$ cat src/rtl/riscv_arb_pkg.sv
// Shared types and constants for the unified-memory port arbiter.
//   arb_state_e : sequencer state (idle, fetch in flight, data access in flight)
//   OWNER_*     : identifies which requester owns the in-flight access
//   CNT_W       : width of the memory latency down-counter
package riscv_arb_pkg;

    typedef enum logic [1:0] {
        ARB_IDLE    = 2'd0,
        ARB_BUSY_IF = 2'd1,
        ARB_BUSY_DM = 2'd2
    } arb_state_e;

    localparam logic OWNER_IF = 1'b0;
    localparam logic OWNER_DM = 1'b1;

    // Holds WAIT_CYC, whose legal range is 1..15.
    localparam int unsigned CNT_W = 4;

endpackage

$ cat src/rtl/sat_cnt.sv
// Saturating up-counter used for arbiter performance statistics.
// Ports:
//   clk, rst : clock, asynchronous active-high reset (clears the count)
//   i_inc    : increment request for this cycle
//   o_cnt    : current count, sticks at all-ones once reached
module sat_cnt #(
    parameter int unsigned W = 32
) (
    input  logic         clk,
    input  logic         rst,
    input  logic         i_inc,
    output logic [W-1:0] o_cnt
);

    logic [W-1:0] r_cnt;

    always_ff @(posedge clk or posedge rst) begin
        if (rst) begin
            r_cnt <= '0;
        end else if (i_inc && (r_cnt != '1)) begin
            r_cnt <= r_cnt + W'(1);
        end
    end

    assign o_cnt = r_cnt;

endmodule

$ cat src/rtl/mem_port_arb.sv
// Arbiter/sequencer for a single-port unified memory shared by instruction
// fetch (IF) and the data-memory stage (DM). One access is issued per issue
// slot (idle cycle or the completion cycle of the in-flight access), DM wins
// over IF, and the response is routed back to its owner WAIT_CYC cycles
// after issue. Produces per-port stalls and lets a branch flush drop an
// in-flight fetch response.
//
// Ports:
//   clk, rst               : clock, asynchronous active-high reset
//   if_req/if_addr         : fetch request (level, held until if_gnt)
//   if_kill                : drop in-flight or same-cycle fetch response
//   if_gnt/if_rvalid/if_rdata/if_stall : fetch handshake, response, stall
//   dm_req/dm_we/dm_addr/dm_wdata/dm_be: data request (held until dm_gnt)
//   dm_gnt/dm_rvalid/dm_rdata/dm_stall : data handshake, completion, stall
//   mem_en/mem_we/mem_addr/mem_wdata/mem_be : memory command
//   mem_rdata              : memory read data, valid WAIT_CYC cycles after mem_en
//
// Build option: define ARB_PERF_CNT_EN to add perf_conflict_cnt,
// perf_if_wait_cnt and perf_dm_wait_cnt saturating statistics outputs.
module mem_port_arb
    import riscv_arb_pkg::*;
#(
    parameter int unsigned AW       = 32,
    parameter int unsigned DW       = 32,
    parameter int unsigned WAIT_CYC = 1
) (
    input  logic          clk,
    input  logic          rst,
    // Instruction fetch port
    input  logic          if_req,
    input  logic [AW-1:0] if_addr,
    input  logic          if_kill,
    output logic          if_gnt,
    output logic          if_rvalid,
    output logic [DW-1:0] if_rdata,
    output logic          if_stall,
    // Data memory port
    input  logic          dm_req,
    input  logic          dm_we,
    input  logic [AW-1:0] dm_addr,
    input  logic [DW-1:0] dm_wdata,
    input  logic [3:0]    dm_be,
    output logic          dm_gnt,
    output logic          dm_rvalid,
    output logic [DW-1:0] dm_rdata,
    output logic          dm_stall,
    // Memory side
    output logic          mem_en,
    output logic          mem_we,
    output logic [AW-1:0] mem_addr,
    output logic [DW-1:0] mem_wdata,
    output logic [3:0]    mem_be,
`ifdef ARB_PERF_CNT_EN
    output logic [31:0]   perf_conflict_cnt,
    output logic [31:0]   perf_if_wait_cnt,
    output logic [31:0]   perf_dm_wait_cnt,
`endif
    input  logic [DW-1:0] mem_rdata
);

    if ((WAIT_CYC < 1) || (WAIT_CYC > 15)) begin : g_bad_wait_cyc
        $error("mem_port_arb: WAIT_CYC must be in the range 1..15");
    end

    localparam logic [CNT_W-1:0] LOAD_CNT = CNT_W'(WAIT_CYC);

    arb_state_e       r_state, w_state_d;
    logic [CNT_W-1:0] r_cnt, w_cnt_d;
    logic             r_kill, w_kill_d;
    logic             r_we, w_we_d;

    logic w_busy;
    logic w_done;
    logic w_slot;
    logic w_issue_dm;
    logic w_issue_if;
    logic w_owner;

    // Slot / issue decode. The completion cycle doubles as an issue slot so
    // that WAIT_CYC=1 sustains one access per cycle.
    always_comb begin
        w_busy     = (r_state != ARB_IDLE);
        w_done     = w_busy && (r_cnt == CNT_W'(1));
        w_slot     = !w_busy || w_done;
        w_issue_dm = w_slot && dm_req;
        w_issue_if = w_slot && !dm_req && if_req;
        w_owner    = (r_state == ARB_BUSY_DM) ? OWNER_DM : OWNER_IF;
    end

    // Next-state logic.
    always_comb begin
        w_state_d = r_state;
        w_cnt_d   = r_cnt;
        w_kill_d  = r_kill;
        w_we_d    = r_we;
        if (w_issue_dm) begin
            w_state_d = ARB_BUSY_DM;
            w_cnt_d   = LOAD_CNT;
            w_kill_d  = 1'b0;
            w_we_d    = dm_we;
        end else if (w_issue_if) begin
            // A kill in the issue cycle targets the old fetch, not this one.
            w_state_d = ARB_BUSY_IF;
            w_cnt_d   = LOAD_CNT;
            w_kill_d  = 1'b0;
            w_we_d    = 1'b0;
        end else if (w_done) begin
            w_state_d = ARB_IDLE;
            w_cnt_d   = '0;
            w_kill_d  = 1'b0;
            w_we_d    = 1'b0;
        end else if (w_busy) begin
            w_cnt_d = r_cnt - CNT_W'(1);
            if ((r_state == ARB_BUSY_IF) && if_kill) begin
                w_kill_d = 1'b1;
            end
        end
    end

    always_ff @(posedge clk or posedge rst) begin
        if (rst) begin
            r_state <= ARB_IDLE;
            r_cnt   <= '0;
            r_kill  <= 1'b0;
            r_we    <= 1'b0;
        end else begin
            r_state <= w_state_d;
            r_cnt   <= w_cnt_d;
            r_kill  <= w_kill_d;
            r_we    <= w_we_d;
        end
    end

    // Output decode. Everything is forced low while rst is high so that the
    // combinational request paths cannot leak a grant during reset.
    always_comb begin
        if_gnt    = 1'b0;
        if_rvalid = 1'b0;
        if_rdata  = '0;
        if_stall  = 1'b0;
        dm_gnt    = 1'b0;
        dm_rvalid = 1'b0;
        dm_rdata  = '0;
        dm_stall  = 1'b0;
        mem_en    = 1'b0;
        mem_we    = 1'b0;
        mem_addr  = '0;
        mem_wdata = '0;
        mem_be    = '0;
        if (!rst) begin
            if (w_issue_dm) begin
                mem_en    = 1'b1;
                mem_we    = dm_we;
                mem_addr  = dm_addr;
                mem_wdata = dm_wdata;
                mem_be    = dm_be;
                dm_gnt    = 1'b1;
            end else if (w_issue_if) begin
                mem_en   = 1'b1;
                mem_addr = if_addr;
                mem_be   = 4'hF;
                if_gnt   = 1'b1;
            end

            if (w_done && (w_owner == OWNER_DM)) begin
                dm_rvalid = 1'b1;
                dm_rdata  = r_we ? '0 : mem_rdata;
            end

            // Flushed fetches complete silently, whether the kill came
            // earlier (r_kill) or arrives in the completion cycle itself.
            if (w_done && (w_owner == OWNER_IF) && !r_kill && !if_kill) begin
                if_rvalid = 1'b1;
                if_rdata  = mem_rdata;
            end

            if_stall = if_req && !if_rvalid;
            dm_stall = (dm_req && !dm_gnt) || ((w_owner == OWNER_DM) && w_busy && !w_done);
        end
    end

`ifdef ARB_PERF_CNT_EN
    logic w_conflict;

    assign w_conflict = !rst && w_slot && dm_req && if_req;

    sat_cnt #(
        .W(32)
    ) u_conflict_cnt (
        .clk   (clk),
        .rst   (rst),
        .i_inc (w_conflict),
        .o_cnt (perf_conflict_cnt)
    );

    sat_cnt #(
        .W(32)
    ) u_if_wait_cnt (
        .clk   (clk),
        .rst   (rst),
        .i_inc (if_stall),
        .o_cnt (perf_if_wait_cnt)
    );

    sat_cnt #(
        .W(32)
    ) u_dm_wait_cnt (
        .clk   (clk),
        .rst   (rst),
        .i_inc (dm_stall),
        .o_cnt (perf_dm_wait_cnt)
    );
`endif

endmodule
$ cat config.mk
export PLATFORM = sky130hd
export DESIGN_NAME = mem_port_arb
export DESIGN_NICKNAME = d
export VERILOG_FILES = /design/src/rtl/riscv_arb_pkg.sv /design/src/rtl/sat_cnt.sv /design/src/rtl/mem_port_arb.sv
export SDC_FILE = /design/constraint.sdc
export NUM_CORES = 1
export LEC_CHECK = 0
export ABC_AREA = 1
export CORE_AREA = 2 2 109 111
export DETAILED_ROUTE_END_ITERATION = 8
export DIE_AREA = 0 0 111 113
export PLACE_DENSITY_LB_ADDON = 0.1
export SKIP_CTS_REPAIR_TIMING = 1
export SLEW_MARGIN = 30
export SYNTH_ARGS = -nofsm -noshare
export SYNTH_HDL_FRONTEND = slang
export SYNTH_SLANG_ARGS = --single-unit
export TNS_END_PERCENT = 5
$ cat constraint.sdc
create_clock -name clk -period 1.7 [get_ports clk]
set_input_delay 0.34 -clock clk [delete_from_list [all_inputs] [get_ports clk]]
set_output_delay 0.34 -clock clk [all_outputs]
set_load 0.1 [all_outputs]
==> qor.yml <==
synthesis:
  synth_cells: 362
  synth-seq-cells: 8
  ys_types: 24
  synth_area_per_cell_um2: 4.953
  yosysWarnings: 0
  synth_seq_area_share_pct: 11.17
  syn_area_um2: 1793
  synth_nets: 502
cts:
  clk_path_buf_depth: 2
  clock_sinks: 8
  ctsRootBufferMaster: "clkbuf_16"
  ctsHtreeMaxLevel: 1
  clock_latency_ps: 230
  clk_pin_slew_ps: 40
  tritoncts: "done"
  cts_buffers: 3
cells_and_area:
  stdcell_count: 805
  final_cell_mix: "buf_12, clkdlybuf4s50_1, inv_1"
  area_delta_synth_final_pct: 311.8
  layout_commonest_cell: "buf_12"
  fin_nets: 804
  diodes: 0
  drive_gt1_share_pct: 51.66
  fin_util_pct: 65.50
worst_setup_path:
  crit_required_ps: 1360
  crit_chain: "inv_2 > ha_4 > nand2_4 > nand2_4 > nand3_4 > clkbuf_16 > o21ai_2 > buf_12"
  crit_family: "buffers and inverters"
  max_stage_delay_ps: 380
  path_buf_inv: 3
  worstPathArrival_ps: 1820
  cpMostUsedCell: "nand2_4"
  worst-setup-path-type: "reg2out"
  crit_path_top_delay_cell: "dfrtp_1"
  startpoint_type: "register"
  cp_max_fo: 8
  end_kind: "output pin"
global_route:
  antenna_found_initial: 0
  overflow: 0
  grt_pass1_wl_um: 17390
  grt_pass1_vias: 3421
  grt_max_degree: 34
  grt_usage_pct: 17.21
timing:
  rsz0062_at_grt: "true"
  relSlewSlack_pct: 78.31
  setup_viol: 140
  final_max_slew_viol_count: 0
  period_share_pct: 126.9
  worstMarginPinSlew_ps: 322.0
  final.setup_skew_ps: 0.6836
  finalHoldViolations: 0
  min_period_ps: 2157
  fmax_mhz: 463.6
  fin_ws_ps: -457.2
pwr:
  switching_power_mw: 5.298
  vdd_drop_max_mv: 0.6428
  swShare_pct: 60.91
  combPwrFrac_pct: 91.9
  power_frac_clock_pct: 4.6
  cellLeakagePower_nw: 3.233
  p_per_area_nw_per_um2: 1178
  p_int_mw: 3.401
  power_frac_seq_pct: 3.5
detailed_routing:
  viasPerCell: 4.282
  wirelength_um: 12720
  route.antenna.remaining_nets: 0
  vias: 3447
  drtIter0Drc: 97
  drc: 0
  first_pass_iters: 4
  wl_per_cell_um: 15.80
floorplanning:
  dieArea_um2: 12540
  die_x_um: 111
  fp.dieH_um: 113
  start_util_pct: 15.91
  num_io_pins: 278
  core-area_um2: 11270
  num_rows: 39
outcome:
  status: "finished with violations"
  violations: "setup timing"
place:
  dp_cells: 791
  port_buffers: 277
  dpl.hpwl_um: 10150
  gp_congestion: 0.8479
min_path:
  hold_class: "in2async"
flow_run:
  cap_viol_max_count: 0
[layer usage]
metal | track usage (%) | vias up | part of all wire (%)
met5 | 0 | - | 0
met4 | 4.083 | 0 | 1.8
met3 | 5.249 | 14 | 8.4
met2 | 34.93 | 178 | 57
met1 | 16.93 | 1576 | 32
li1 | - | 1679 | -
[logic make-up (layout without fill, tap and decap cells)]
family,Yosys count,in the layout,share of synthesized area [%]
AOI/OAI and AO/OA,41,41,12.14
adders and majority gates,2,2,1.395
buffers and inverters,135,435,31.82
DFF,8,8,11.17
and+or+nand+nor,176,176,43.47
[worst min-delay path: cells and delay by family]
kind / cells / cell delay, ps
buf+inv: 3 / 410
[metrics by stage]
stage | instance area (µm²) | hold slack (ps) | setup TNS [ps] | worst slack [ps] | total power [mW]
after CTS | 6698 | 458.8 | -60710 | -533.9 | 8.109
after global routing | 7383 | 219.0 | -64980 | -545.1 | 8.987
after global placement | 6623 | 502.2 | -50520 | -431.8 | 7.639
after floorplan | 2076 | 350.3 | -138220 | -1083 | 4.813
after detailed placement | 6623 | 529.0 | -51980 | -430.2 | 7.691
final | 7383 | 190.7 | -55560 | -457.2 | 8.699
[final timing paths]
check | start | endpoint | slack [ps] | cells past startpoint
worst max-delay path | r_cnt[1]$_DFFE_PP0P_ | mem_addr[21] | -460 | 8
worst min-delay path | rst | r_we$_DFFE_PP0P_ | 190 | 3
worst max register to register | r_cnt[0]$_DFFE_PP0P_ | r_we$_DFFE_PP0P_ | 230 | 8
worst min register to register | r_kill$_DFFE_PP0P_ | r_kill$_DFFE_PP0P_ | 530 | 2
max in group asynchronous | rst | r_state[1]$_DFFE_PP0P_ | 1230 | 4
min in group clk | r_kill$_DFFE_PP0P_ | r_kill$_DFFE_PP0P_ | 530 | 2
[state kept, by name, indices dropped and copies added, names as in the netlist]
register / cells
r_cnt: 4
r_kill: 1
r_state: 2
r_we: 1
[area by class of cell]
type / count / area (µm²)
clock buffer: 3 / 75.07
fill: 902 / 3889
inverter: 112 / 420.4
multi-input combinational: 219 / 1767
sequential: 8 / 200.2
tap: 143 / 178.9
timing repair buffer: 320 / 4742
[power by group through the flow]
stage                     Combinational [mW]  Clock (mW)  Sequential (mW)
after floorplan                         4.52           0            0.295
after CTS                               7.40       0.405            0.301
after detailed placement                7.39           0            0.302
after global placement                  7.34           0            0.296
after global routing                    8.26       0.414            0.309
final                                   8.00       0.399            0.302
[cell usage after synthesis]
cell | instances | area share (%)
nor2_1 | 114 | 24
inv_1 | 111 | 23
nand4_1 | 32 | 11
o21ai_0 | 18 | 5.0
o21ai_1 | 18 | 5.0
nand2_1 | 13 | 2.7
buf_2 | 9 | 2.5
dfrtp_1 | 8 | 11
nand3_1 | 8 | 2.2
buf_6 | 6 | 3.8
clkbuf_1 | 4 | 0.84
nand2_2 | 4 | 1.4
buf_1 | 2 | 0.42
buf_4 | 2 | 0.84
ha_1 | 2 | 1.4
nor2_2 | 2 | 0.70
o21ai_2 | 2 | 0.98
a21oi_1 | 1 | 0.28
inv_2 | 1 | 0.21
nand3_2 | 1 | 0.56
nor3_1 | 1 | 0.28
nor3_2 | 1 | 0.56
o211ai_1 | 1 | 0.42
o21bai_1 | 1 | 0.42
Note: power is estimated with default switching activity, not from simulation.
